==> src/rtl/fuzzy_coproc_scheduler.sv <==
// rtl/fuzzy_coproc_scheduler.sv - round-robin scheduler sharing one fuzzy coprocessor
module fuzzy_coproc_scheduler #(
    parameter int N_CH     = 4,
    parameter int TIMEOUT  = 16,
    parameter int INIT_GAP = 2
) (
    input  logic              clk,
    input  logic              rst,
    input  logic [N_CH-1:0]   req,
    input  logic [N_CH*8-1:0] ch_T,
    input  logic [N_CH*8-1:0] ch_dT,
    input  logic [N_CH-1:0]   ch_reg_mode,
    input  logic              init_req,
    output logic              cp_start,
    output logic              cp_init,
    output logic              cp_reg_mode,
    output logic              cp_dt_mode,
    output logic [7:0]        cp_T,
    output logic [7:0]        cp_dT,
    input  logic              cp_valid,
    input  logic [7:0]        cp_G,
    output logic [N_CH-1:0]   gnt,
    output logic [N_CH-1:0]   done,
    output logic [N_CH-1:0]   err,
    output logic [N_CH*8-1:0] G_res,
    output logic [7:0]        lat_last,
    output logic              busy
);
    localparam int IW = $clog2(N_CH);
    localparam logic [7:0] TO_LAST  = 8'(TIMEOUT - 1);
    localparam logic [7:0] GAP_LAST = 8'(INIT_GAP - 1);

    typedef enum logic [2:0] {
        S_IDLE,
        S_ISSUE,
        S_WAIT,
        S_CAPT,
        S_DONE,
        S_INIT,
        S_INIT_WAIT
    } state_t;

    state_t          state;
    state_t          next_state;
    logic [IW-1:0]   idx;
    logic [IW-1:0]   rr_ptr;
    logic [IW-1:0]   pick;
    logic [7:0]      cnt;
    logic            init_pend;
    logic            timeout_hit;

    // First requesting channel at or after the pointer, wrapping around.
    function automatic logic [IW-1:0] rr_pick(input logic [N_CH-1:0] r, input logic [IW-1:0] p);
        logic [IW-1:0] sel;
        logic          hit;
        int            j;
        sel = p;
        hit = 1'b0;
        for (int i = 0; i < N_CH; i++) begin
            j = int'(p) + i;
            if (j >= N_CH) begin
                j = j - N_CH;
            end
            if (!hit && r[j]) begin
                sel = j[IW-1:0];
                hit = 1'b1;
            end
        end
        return sel;
    endfunction

    function automatic logic [N_CH-1:0] onehot(input logic [IW-1:0] i);
        logic [N_CH-1:0] v;
        v    = '0;
        v[i] = 1'b1;
        return v;
    endfunction

    assign pick        = rr_pick(req, rr_ptr);
    assign timeout_hit = (state == S_WAIT) && !cp_valid && (cnt == TO_LAST);
    assign cp_dt_mode  = 1'b0;

    // State register.
    always_ff @(posedge clk or posedge rst) begin
        if (rst) begin
            state <= S_IDLE;
        end else begin
            state <= next_state;
        end
    end

    // Next-state decode; pending init outranks any channel request.
    always_comb begin
        next_state = state;
        case (state)
            S_IDLE: begin
                if (init_pend) begin
                    next_state = S_INIT;
                end else if (|req) begin
                    next_state = S_ISSUE;
                end
            end
            S_ISSUE: next_state = S_WAIT;
            S_WAIT: begin
                if (cp_valid) begin
                    next_state = S_CAPT;
                end else if (cnt == TO_LAST) begin
                    next_state = S_DONE;
                end
            end
            S_CAPT: next_state = S_DONE;
            S_DONE: next_state = S_IDLE;
            S_INIT: next_state = (INIT_GAP > 0) ? S_INIT_WAIT : S_IDLE;
            S_INIT_WAIT: begin
                if (cnt == GAP_LAST) begin
                    next_state = S_IDLE;
                end
            end
            default: next_state = S_IDLE;
        endcase
    end

    // Operand latch, latency/gap counter, result capture and arbitration pointer.
    always_ff @(posedge clk or posedge rst) begin
        if (rst) begin
            idx         <= '0;
            rr_ptr      <= '0;
            cnt         <= '0;
            init_pend   <= 1'b0;
            cp_T        <= '0;
            cp_dT       <= '0;
            cp_reg_mode <= 1'b0;
            G_res       <= '0;
            lat_last    <= '0;
        end else begin
            // A fresh request arriving while INIT is being serviced stays pending.
            init_pend <= init_req | (init_pend & (state != S_INIT));
            case (state)
                S_IDLE: begin
                    if (!init_pend && |req) begin
                        idx         <= pick;
                        cp_T        <= ch_T[{pick, 3'b000} +: 8];
                        cp_dT       <= ch_dT[{pick, 3'b000} +: 8];
                        cp_reg_mode <= ch_reg_mode[pick];
                    end
                end
                S_ISSUE: cnt <= '0;
                S_WAIT: begin
                    if (cp_valid) begin
                        lat_last <= cnt + 8'd1;
                    end else if (cnt != TO_LAST) begin
                        cnt <= cnt + 8'd1;
                    end
                end
                S_CAPT: G_res[{idx, 3'b000} +: 8] <= cp_G;
                S_DONE: rr_ptr <= (idx == IW'(N_CH - 1)) ? '0 : idx + 1'b1;
                S_INIT: cnt <= '0;
                S_INIT_WAIT: cnt <= cnt + 8'd1;
                default: ;
            endcase
        end
    end

    // Strobe outputs registered from the upcoming state so they align with it.
    always_ff @(posedge clk or posedge rst) begin
        if (rst) begin
            cp_start <= 1'b0;
            cp_init  <= 1'b0;
            gnt      <= '0;
            done     <= '0;
            err      <= '0;
            busy     <= 1'b0;
        end else begin
            cp_start <= (next_state == S_ISSUE);
            cp_init  <= (next_state == S_INIT);
            gnt      <= (next_state == S_ISSUE) ? onehot(pick) : '0;
            done     <= (next_state == S_DONE) ? onehot(idx) : '0;
            err      <= timeout_hit ? onehot(idx) : '0;
            busy     <= (next_state != S_IDLE);
        end
    end

endmodule

==> config.mk <==
export PLATFORM = sky130hd
export DESIGN_NAME = fuzzy_coproc_scheduler
export DESIGN_NICKNAME = d
export VERILOG_FILES = /design/src/rtl/fuzzy_coproc_scheduler.sv
export SDC_FILE = /design/constraint.sdc
export NUM_CORES = 1
export LEC_CHECK = 0
export CORE_AREA = 10 10 117 119
export CTS_CLUSTER_DIAMETER = 200
export CTS_CLUSTER_SIZE = 30
export DETAILED_ROUTE_END_ITERATION = 8
export DIE_AREA = 0 0 127 129
export HOLD_SLACK_MARGIN = 0.02
export PLACE_DENSITY_LB_ADDON = 0.1
export SLEW_MARGIN = 20
export SYNTH_ARGS = -nofsm -noshare
export SYNTH_HDL_FRONTEND = slang
export SYNTH_SLANG_ARGS = --single-unit
==> constraint.sdc <==
create_clock -name clk -period 2.8 [get_ports clk]
set_input_delay 0.42 -clock clk [delete_from_list [all_inputs] [get_ports clk]]
set_output_delay 0.42 -clock clk [all_outputs]
set_load 0.005 [all_outputs]
======== After elaboration in Yosys (flattened, before gate mapping) ========
Index checks and enable logic that the tools add are counted.
word-level totals
  RAM bits ................................ 0
  bits in latches ......................... 0
  ROM bits ................................ 0
  flip-flop bits (word level) ............. 88
  input bits .............................. 84
  output and inout bits ................... 73
  memories kept ........................... 0
operators by class
  muxes and demuxes ....................... 43
  div/mod/pow operators ................... 0
  add/subtract/negate cells ............... 10
  reduce and logical (&&, ||, !) cells .... 21
  shift operators ......................... 4
  eq/ne operators ......................... 16
  $mul .................................... 0
  $lt $le $gt $ge ......................... 12
  bitwise operators ....................... 2
operator list
  kind                    count
  $lt 32x4->1 const B     4
  $mux 32                 4
  $shiftx 32x6->8         2
  $bwmux 32               1
  $shift 8x7->32 const A  1
  $shiftx 8x7->32         1
  $pmux 8 s3              1
  $pmux 3 s6              1
  $mux 8                  2
  $eq 3x3->1 const B      5
  $mux 3                  5
  $mux 1                  14
  $mux 4                  3
  $sub 3x3->4 const B     3
  $bmux 1 s2              5
  $mux 2                  5
  $ge 3x3->1 const B      3
  $add 8x1->8 const B     1
  $eq 8x1->1 const B      1
  $eq 8x4->1 const B      1
  $logic_and 1x1->1       8
  $ne 8x4->1 const B      1
  $neg 5->7               1
  $add 2x2->3 const B     2
  22 further kinds        33

======== Logic depth before layout (Yosys ltp) ========
Gate-level depths: netlist (run 1).
  depth in word-level cells ............... 20
  mapped depth ............................ 8

======== Worst setup path before layout (run 1) ========
Ideal clock, no wire load.
  path kind ............................... input to register
  start point ............................. input req[0]
  end point ............................... register cp_T[3]
  path slack .............................. 0.932 ns
  arrival time ............................ 1.728 ns
  cell stages on the path ................. 7
  path buffers ............................ 2
  library setup time ...................... 0.140 ns
  required time ........................... 2.660 ns
  cells stage by stage .................... buf_6 -> nor2b_1 -> o21a_1 -> buf_4 -> o31a_1 -> a2111oi_0 -> a211oi_1
on the way
  word-level cells in the longest chain between the ends .. 14
  elaborated cells on any way between the ends .. 29
RTL lines
  element                                     RTL line  text
  start, declared                             9         input logic [N_CH-1:0] req,
  $bmux 1 s2                                  64        if (!hit && r[j]) begin
  $mux 1 (not written as such) (2 in series)  64
  $mux 1                                      64
  $logic_not 1->1                             64
  $logic_and 1x1->1                           64
  $mux 1                                      64
  $logic_not 1->1                             64
  $logic_and 1x1->1                           64
  $mux 1                                      64
  $logic_not 1->1                             64
  $logic_and 1x1->1                           64
  $mux 2                                      64
  $shiftx 32x6->8                             142       cp_T <= ch_T[{pick, 3'b000} +: 8];
  end signal, assigned                        142
  end, declared                               18        output logic [7:0] cp_T,
Several ways; a longest one is shown, not always the timed one. The select of a mux whose other input is x is not followed.
A chain may end at the register's enable or synchronous reset.

======== Worst setup path after layout (run 1) ========
  start point ............................. input req[0]
  end point ............................... register cp_dT[6]
on the way
  word-level cells in the longest chain between the ends .. 14
  elaborated cells on any way between the ends .. 29
RTL lines
  element                                     RTL line  text
  $bmux 1 s2                                  64
  $mux 1 (not written as such) (2 in series)  64
  $mux 1                                      64
  $logic_not 1->1                             64
  $logic_and 1x1->1                           64
  $mux 1                                      64
  $logic_not 1->1                             64
  $logic_and 1x1->1                           64
  $mux 1                                      64
  $logic_not 1->1                             64
  $logic_and 1x1->1                           64
  $mux 2                                      64
  $shiftx 32x6->8                             143       cp_dT <= ch_dT[{pick, 3'b000} +: 8];
  end signal, assigned                        143
  end, declared                               19        output logic [7:0] cp_dT,
Several ways; a longest one is shown, not always the timed one. The select of a mux whose other input is x is not followed.

==> results_dict.tcl, run 1 <==
set metrics [dict create \
    design.core.area_um2 11300 \
    criticalPathCategory "in2reg" \
    power.density_cell_area_nw_per_um2 455 \
    cts_num_sinks 88 \
    detailed_place_hpwl_um 10800 \
    route.detailed.drc 0 \
    postCtsSetupBuffers 0 \
    io-pin-count 157 \
    timing.fmax_mhz 439 \
    cts_resized 0 \
    ir_drop_mv 0.351 \
    netlist_area_um2 4540 \
    die_width_um 127 \
    synth_top_area_share 0.485 \
    start_kind "primary input" \
    area_occupied_by_multi_input_gates_um2 2150 \
    start_util 0.401 \
    avg_wl_per_cell_um 17.5 \
    antennaDiodeCount 0 \
    clock-root-buffer "clkbuf_16" \
    track_usage 0.166 \
    rows 39 \
    synthFlopType "dfrtp_1" \
    worstPathMaxFanout 10 \
    final.min_clock_period_ns 2.28 \
    antenna_violations_before_repair 0 \
    ys_ff_latch 88 \
    post-layout-total-power_mw 2.99 \
    detailedRoute.firstPassIterationCount 4 \
    count_of_flip_flops_with_a_built_in_enable_after_synthesis 0 \
    tightestPinTransition_ns 0.697 \
    syn_to_final_growth_pct 44.7 \
    stdcell_count 791 \
    crit_required_ns 3.01 \
    holdWs_ns 0.458 \
    finish.instance_area_um2 6570 \
    final_common_cell "clkdlybuf4s50_1" \
    yosysTopAreaCell "dfrtp_1" \
    holdBufCountCts 0 \
    synthTopCellsByArea "dfrtp_1 (49%), nand2_1 (7.6%), o21ai_0 (5.2%), nor2_1 (2.9%), ha_1 (2.8%)" \
    grt_overflow 0 \
    netlist_instances 486 \
    final.fill_count 1035 \
    final-hold-violation-count 0 \
    syn-mean-instance-area_um2 9.34 \
    final_nets 737 \
    final_number_of_max_transition_violations 0 \
    clk_transition_reported_paths_ns 0.07 \
    outcome "finished, final reports clean" \
    max_cap_violations 0 \
    timing.setup.tns_ns 0 \
    number_of_global_route_vias_before_repair 4199 \
    ff_latch_area_um2 2200 \
    grt_setup_unrepaired "no" \
    clock_insertion_delay_worst_skew_ns 0.35 \
    final-setup-viol-count 0 \
    finalWeightedCongestion 0.836 \
    die_y_um 129 \
    postRouteWirelength_um 13900 \
    wire_length_of_the_first_global_routing_pass_um 22000 \
    grt_start_max_net_pins 40 \
    synth.lib_cells_used.distinct 53 \
    synth-async-reset-ratio 1.00 \
    post-place-cells 775 \
    vias_per_cell 5.15 \
    power_leakage_nw 2.79 \
    r2r_cells 5 \
    seq_area_frac_synth 0.485 \
    syn-num-nets 580 \
    synth-warning-count 0 \
    maximum_buffer_depth_of_the_clock_tree 2 \
    min_path_type "in2async" \
    critical_path_arrival_ns 2.49 \
    ctsHtreeMaxLevel 3 \
    place_area_um2 6250 \
    worst_clock_skew_ns 0.00793 \
    max_transition_margin 0.532 \
    place.port_buffers 155 \
    ant_nets 0 \
    starting_drt_drc_count 316 \
    num_vias 4077 \
    tritoncts "done" \
    timing.critical_path.to_type "flip-flop" \
    final.period_utilization 0.813 \
    drive_gt1_frac 0.0710 \
    die_area_um2 16400 \
    final_cell_mix "clkdlybuf4s50_1 (155), nand2_1 (92), dfrtp_1 (88)" \
    number_of_cts_inserted_buffers 9 \
]
==> path summary, 6_finish.rpt <==
path / from / end / slack [ns]
worst max register to register: idx[0] / G_res[29] / 0.68
worst min-delay path: rst / G_res[30] / 0.46
worst min register to register: G_res[1] / G_res[1] / 0.48
min in group clk: G_res[1] / G_res[1] / 0.48
worst max-delay path: req[0] / cp_dT[6] / 0.52
max in group asynchronous: rst / idx[1] / 1.67
==> power breakdown <==
group          switching, mW  total (mW)  leakage [nW]  internal (mW)
Sequential            0.0220        1.32         0.990           1.30
Combinational          0.176       0.406          1.65          0.230
Clock                  0.528        1.26         0.151          0.729
==> cells in the mapped netlist, types with 6 or more instances <==
cell type and n:
a221oi_1 10, mux2i_1 8, o31ai_1 9, nor2_1 35, nand4_1 7, o31a_1 7
a211oi_1 9, clkbuf_1 9, nand3_1 16, o21ai_0 47, a21oi_1 15, a21o_1 9
buf_2 8, nand2_1 92, and3_1 9, a2111oi_0 6, nor3_1 7, dfrtp_1 88
and2_1 11, ha_1 10, inv_1 9
==> cells by family (layout without fill, tap and decap cells) <==
| kind of cell | count (synthesis) | after routing | share of synthesized area |
|---|---|---|---|
| mux | 12 | 12 | 0.0276 |
| simple gates | 201 | 201 | 0.207 |
| flops | 88 | 88 | 0.485 |
| other cells | 1 | 1 | 0.000826 |
| fa+ha+maj | 10 | 10 | 0.0276 |
| xor+xnor | 6 | 6 | 0.0116 |
| buf+inv | 34 | 196 | 0.0403 |
| compound gates | 134 | 134 | 0.200 |
==> flip-flops by register name, indices dropped and copies added, names as in the netlist, 2 cells and up <==
| signal | count |
|---|---|
| G_res | 32 |
| cp_dT | 8 |
| cnt | 8 |
| rr_ptr | 2 |
| idx | 2 |
| lat_last | 8 |
| state | 3 |
| gnt | 4 |
| done | 4 |
| err | 4 |
| cp_T | 8 |
==> final cells by class <==
| cell class | count | share of cell area |
|---|---|---|
| well taps | 143 | 0.0273 |
| inverters | 9 | 0.00534 |
| flip-flops and latches | 88 | 0.335 |
| clock buffers | 10 | 0.0364 |
| multi-input cells | 364 | 0.328 |
| clock inverters | 6 | 0.0111 |
| repair buffers | 171 | 0.257 |
==> stage by stage <==
stage,setup WS [ns],util
finish,0.524,0.580
global route,0.290,0.580
CTS,0.528,0.580
detailed placement,0.160,0.552
global placement,0.250,0.552
floorplan,0.101,-
==> critical path, stage by stage <==
cell,delay [ns]
clkdlybuf4s50_1,0.58
nor2b_1,0.25
a2111o_1,0.55
and2_1,0.31
nor2_4,0.25
a211oi_1,0.11
==> metal layers <==
layer,track usage,vias up,routed length [um]
met5,0,-,0
met4,0.0656,0,284
met3,0.0423,19,853
met2,0.265,115,6580
met1,0.210,1897,6150
li1,-,2046,-
No activity file was read; power rests on OpenSTA's default activity.
==> run 2: changes to the inputs <==
--- a/config.mk
+++ b/config.mk
@@ -5,11 +5,11 @@
 export SDC_FILE = /design/constraint.sdc
 export NUM_CORES = 1
 export LEC_CHECK = 0
-export CORE_AREA = 10 10 117 119
+export CORE_AREA = 10 10 111 113
 export CTS_CLUSTER_DIAMETER = 200
 export CTS_CLUSTER_SIZE = 30
 export DETAILED_ROUTE_END_ITERATION = 8
-export DIE_AREA = 0 0 127 129
+export DIE_AREA = 0 0 121 123
 export HOLD_SLACK_MARGIN = 0.02
 export PLACE_DENSITY_LB_ADDON = 0.1
 export SLEW_MARGIN = 20
==> constraint.sdc (replaced) <==
create_clock -name clk -period 2.4 [get_ports clk]
set_input_delay 0.36 -clock clk [delete_from_list [all_inputs] [get_ports clk]]
set_output_delay 0.36 -clock clk [all_outputs]
set_load 0.005 [all_outputs]
==> run 2 against run 1 <==
  * Global-route usage increased by 1.3 points
  * Critical path depth increased by 1
  * Utilization increased by 7.2 points
  * Clock skew decreased by 0.0013 ns
  * Combinational power increased by 20%
  * Wire length decreased by 2.2%
  * Design area increased by 0.65%
  * Via count increased by 2.8%
  * Sequential share of layout area decreased by 0.22 points
  * Largest cell class unchanged
==> results_dict.tcl, run 2 (synthesis results as in run 1) <==
set metrics [dict create \
    outcome "finished, final reports clean" \
    timing.critical_path.to_type "flip-flop" \
    grt_start_max_net_pins 89 \
    starting_drt_drc_count 215 \
    number_of_global_route_vias_before_repair 4226 \
    int_pwr_mw 2.49 \
    crit_path_start "req[2]" \
    ant_nets 0 \
    finalWeightedCongestion 0.852 \
    postRouteWirelength_um 13600 \
    io-pin-count 157 \
    net-switching-power_mw 0.781 \
    final.min_clock_period_ns 2.17 \
    number_of_cts_inserted_buffers 9 \
    start_util 0.448 \
    syn_to_final_growth_pct 45.6 \
    design.core.area_um2 10100 \
    power.density_cell_area_nw_per_um2 495 \
    vias_per_cell 5.25 \
    final.fill_count 843 \
    area_occupied_by_multi_input_gates_um2 2160 \
    num_vias 4191 \
    min_path_type "in2async" \
    clk_transition_reported_paths_ns 0.08 \
    timing.fmax_mhz 460 \
    final_common_cell "clkdlybuf4s50_1" \
    number_of_flip_flops_in_the_largest_register 32 \
    cts_num_sinks 88 \
    maximum_buffer_depth_of_the_clock_tree 2 \
    worstPathMaxFanout 17 \
    grt_setup_unrepaired "no" \
    holdBufCountCts 0 \
    power_leakage_nw 2.83 \
    ctsHtreeMaxLevel 3 \
    track_usage 0.178 \
    detailedRoute.firstPassIterationCount 5 \
    max_transition_margin 0.600 \
    stdcell_count 798 \
    swShare 0.239 \
    die_area_um2 14900 \
    cts_resized 0 \
    start_kind "primary input" \
    ff_latch_area_um2 2200 \
    final_number_of_max_transition_violations 0 \
    worst_clock_skew_ns 0.00665 \
    holdWs_ns 0.468 \
    postCtsSetupBuffers 0 \
    final_cell_mix "clkdlybuf4s50_1 (155), nand2_1 (92), dfrtp_1 (88)" \
    antennaDiodeCount 0 \
    rr_startpoint "state[2]" \
    post-layout-total-power_mw 3.27 \
    grt_overflow 0 \
    wire_length_of_the_first_global_routing_pass_um 21500 \
    crit_required_ns 2.65 \
    detailed_place_hpwl_um 10400 \
    clock_insertion_delay_worst_skew_ns 0.37 \
    rows 37 \
    ir_drop_mv 0.329 \
    route.detailed.drc 0 \
    final.period_utilization 0.905 \
    final-hold-violation-count 0 \
    tightestPinTransition_ns 0.600 \
    finalWorstSetupSlack_ns 0.227 \
    criticalPathCategory "in2reg" \
    max_cap_violations 0 \
    registers.top_by_ff_count "G_res" \
    share_comb_of_total_power 0.149 \
    clock-root-buffer "clkbuf_8" \
    final_nets 752 \
    tritoncts "done" \
    die_y_um 123 \
    avg_wl_per_cell_um 17.0 \
    die_width_um 121 \
    final-setup-viol-count 0 \
    place.port_buffers 155 \
    clockPowerShare 0.380 \
    drive_gt1_frac 0.0921 \
    antenna_violations_before_repair 0 \
    seq_power_share 0.471 \
    critical_path_arrival_ns 2.42 \
    detailedPlace.worstSlack_ns -0.142 \
    timing.setup.tns_ns 0 \
    post-place-cells 783 \
]
==> run 2: changes by cell type in the layout (fill, tap and decap cells not counted), sizes merged <==
cell    before  now
bufinv       1    3
inv         12    9
clkbuf      10    9
buf         16   31
clkinv       1    2
==> run 2: layout make-up <==
class,count,area share
timing repair buffer,186,0.272
inverter,9,0.00568
multi-input combinational,364,0.327
clock inverter,6,0.0176
sequential,88,0.333
clock buffer,9,0.0187
tap,136,0.0258
==> run 2: worst paths after layout <==
path	endpoint	slack (ns)	depth (start not counted)
setup / recovery	cp_T[4]	0.23	7
hold / removal	cp_dT[1]	0.47	3
setup reg to reg	cp_dT[5]	0.32	5
hold reg to reg	G_res[18]	0.48	2
max in group asynchronous	done[3]	1.57	3
min in group clk	G_res[18]	0.48	2
==> run 2: power by group through the flow <==
stage	registers (mW)	clock network (mW)	logic (mW)
after global routing	1.55	1.33	0.534
after floorplan	1.57	0	0.193
after detailed placement	1.57	0	0.490
final	1.54	1.24	0.488
after CTS	1.54	1.26	0.492
after global placement	1.57	0	0.482
==> run 2: metrics by stage <==
stage / utilization / area, um2
2_1_floorplan: - / 4540
3_3_place_gp: 0.627 / 6360
3_5_place_dp: 0.627 / 6360
4_1_cts: 0.651 / 6600
5_1_grt: 0.652 / 6610
6_report: 0.652 / 6610
==> run 2: critical path, stage by stage <==
cell             delay, ns
clkdlybuf4s50_1       0.54
nor4_1                0.50
or3_1                 0.52
inv_1                 0.11
buf_4                 0.22
nor2_1                0.11
a21oi_1               0.05
==> run 2: per-layer routing <==
layer,vias to the layer above,track usage,wire length (um)
met2,124,0.299,6700
met4,0,0.0626,240
met5,-,0,0
li1,2071,-,-
met3,21,0.0442,799
met1,1975,0.220,5830
==> run 3: changes to the inputs <==
--- a/config.mk
+++ b/config.mk
@@ -5,12 +5,12 @@
 export SDC_FILE = /design/constraint.sdc
 export NUM_CORES = 1
 export LEC_CHECK = 0
-export CORE_AREA = 10 10 111 113
+export CAP_MARGIN = 20
+export CORE_AREA = 2 2 103 105
 export CTS_CLUSTER_DIAMETER = 200
 export CTS_CLUSTER_SIZE = 30
 export DETAILED_ROUTE_END_ITERATION = 8
-export DIE_AREA = 0 0 121 123
-export HOLD_SLACK_MARGIN = 0.02
+export DIE_AREA = 0 0 105 107
 export PLACE_DENSITY_LB_ADDON = 0.1
 export SLEW_MARGIN = 20
 export SYNTH_ARGS = -nofsm -noshare
==> run 3 against run 2 <==
  * Design area fell by 0.28%
  * Largest cell class unchanged
  * Register-to-register slack lost 0.11 ns
  * Clock skew is 0.0054 ns higher
  * Wire length decreased by 10%
==> results_dict.tcl, run 3 (synthesis results as in run 1) <==
set metrics [dict create \
    post-place-cells 782 \
    final.period_utilization 0.931 \
    place.port_buffers 155 \
    die_y_um 107 \
    grt_setup_unrepaired "no" \
    number_of_cts_inserted_buffers 9 \
    finalCoreUtilization 0.653 \
    final_number_of_max_transition_violations 0 \
    start_kind "primary input" \
    track_usage 0.218 \
    final-hold-violation-count 0 \
    die_width_um 105 \
    detailedRoute.firstPassIterationCount 4 \
    final.min_clock_period_ns 2.23 \
    die_area_um2 11200 \
    power.density_cell_area_nw_per_um2 473 \
    start_util 0.450 \
    number_of_flip_flops_in_the_largest_register 32 \
    timing.fmax_mhz 447 \
    antennaDiodeCount 0 \
    worstPathMaxFanout 8 \
    maximum_buffer_depth_of_the_clock_tree 2 \
    syn_to_final_growth_pct 45.2 \
    num_vias 4186 \
    number_of_global_route_vias_before_repair 3998 \
    tightestPinTransition_ns 0.596 \
    cts_num_sinks 88 \
    max_transition_margin 0.603 \
    min_path_type "in2async" \
    final.fill_count 877 \
    crit_required_ns 2.62 \
    starting_drt_drc_count 163 \
    route.detailed.drc 0 \
    stdcell_count 798 \
    critical_path_arrival_ns 2.45 \
    post-layout-total-power_mw 3.11 \
    worst_clock_skew_ns 0.0121 \
    final_nets 751 \
    grt_start_max_net_pins 73 \
    finalWeightedCongestion 0.866 \
    tritoncts "done" \
    drive_gt1_frac 0.0937 \
    design.core.area_um2 10100 \
    final_common_cell "clkdlybuf4s50_1" \
    clockPowerShare 0.348 \
    avg_wl_per_cell_um 15.3 \
    antenna_violations_before_repair 0 \
    share_comb_of_total_power 0.157 \
    outcome "finished, final reports clean" \
    wire_length_of_the_first_global_routing_pass_um 19600 \
    grt_overflow 0 \
    final-setup-viol-count 0 \
    r2r_cells 6 \
    final_cell_mix "clkdlybuf4s50_1 (155), nand2_1 (92), dfrtp_1 (88)" \
    ir_drop_mv 0.254 \
    timing.critical_path.to_type "flip-flop" \
    holdWs_ns 0.351 \
    detailed_place_hpwl_um 9220 \
    max_cap_violations 0 \
    r2r-end "cp_T[7]" \
    int_pwr_mw 2.32 \
    ant_nets 0 \
    postCtsSetupBuffers 0 \
    clock-root-buffer "clkbuf_8" \
    net-switching-power_mw 0.790 \
    postRouteWirelength_um 12200 \
    seq_power_share 0.495 \
    vias_per_cell 5.25 \
    power_leakage_nw 2.82 \
    holdBufCountCts 0 \
    clock_insertion_delay_worst_skew_ns 0.37 \
    criticalPathCategory "in2reg" \
    worst-r2r-setup-slack_ns 0.21 \
    registers.top_by_ff_count "G_res" \
    rr_startpoint "rr_ptr[1]" \
    clk_transition_reported_paths_ns 0.09 \
    ctsHtreeMaxLevel 3 \
    swShare 0.254 \
    rows 37 \
    io-pin-count 157 \
]
-- run 3: cell types whose count changed in the layout (fill, tap and decap cells not counted), sizes merged --
cell    delta
inv        +1
bufinv     -2
buf        -1
clkinv     +1
clkbuf     +1
-- run 3: routing by layer --
metal / routed length, um / global-route usage
met2: 5860 / 0.352
met3: 559 / 0.0371
met5: 0 / 0
met4: 235 / 0.0800
met1: 5540 / 0.296
-- run 3: metrics by stage --
stage	setup WS, ns	instance area (um2)	TNS, ns
final	0.165	6590	0
after global routing	0.0225	6590	0
after CTS	0.0525	6580	0
after detailed placement	-0.324	6360	-4.74
after global placement	-0.136	6360	-2.27
after floorplan	0.592	4540	0
-- run 3: power groups by stage --
stage	Combinational [mW]	Sequential, mW	Clock, mW
detailed placement	0.489	1.57	0
global route	0.533	1.55	1.18
finish	0.488	1.54	1.08
floorplan	0.193	1.57	0
CTS	0.491	1.54	1.12
global placement	0.482	1.57	0
-- run 3: layout make-up --
class	instances	area, um2	area share
sequential	88	2200	0.334
multi-input combinational	364	2170	0.329
timing repair buffer	185	1800	0.273
tap	136	170	0.0258
clock buffer	10	138	0.0209
clock inverter	6	73.8	0.0112
inverter	9	37.5	0.00570
-- run 3: how the worst max path moves through the flow --
stage | startpoint | to | slack [ns]
finish | req[0] | cp_T[7] | 0.17
global route | req[0] | cp_T[7] | 0.02
CTS | req[1] | cp_dT[7] | 0.05
detailed placement | req[1] | cp_dT[7] | -0.32
global placement | req[1] | cp_T[6] | -0.14
floorplan | req[0] | cp_T[3] | 0.59
-- run 3: worst max-delay path: stages --
cell	delay, ns
clkdlybuf4s50_1	0.66
buf_4	0.18
nor2b_1	0.29
a2111o_1	0.20
nand2_1	0.17
a2111oi_0	0.49
a211oi_1	0.10
-- run 3: timing repair --
action	in CTS	in global routing
gates resized for setup	0	2
endpoints found under the hold margin	0	0
setup endpoints to repair	0	6
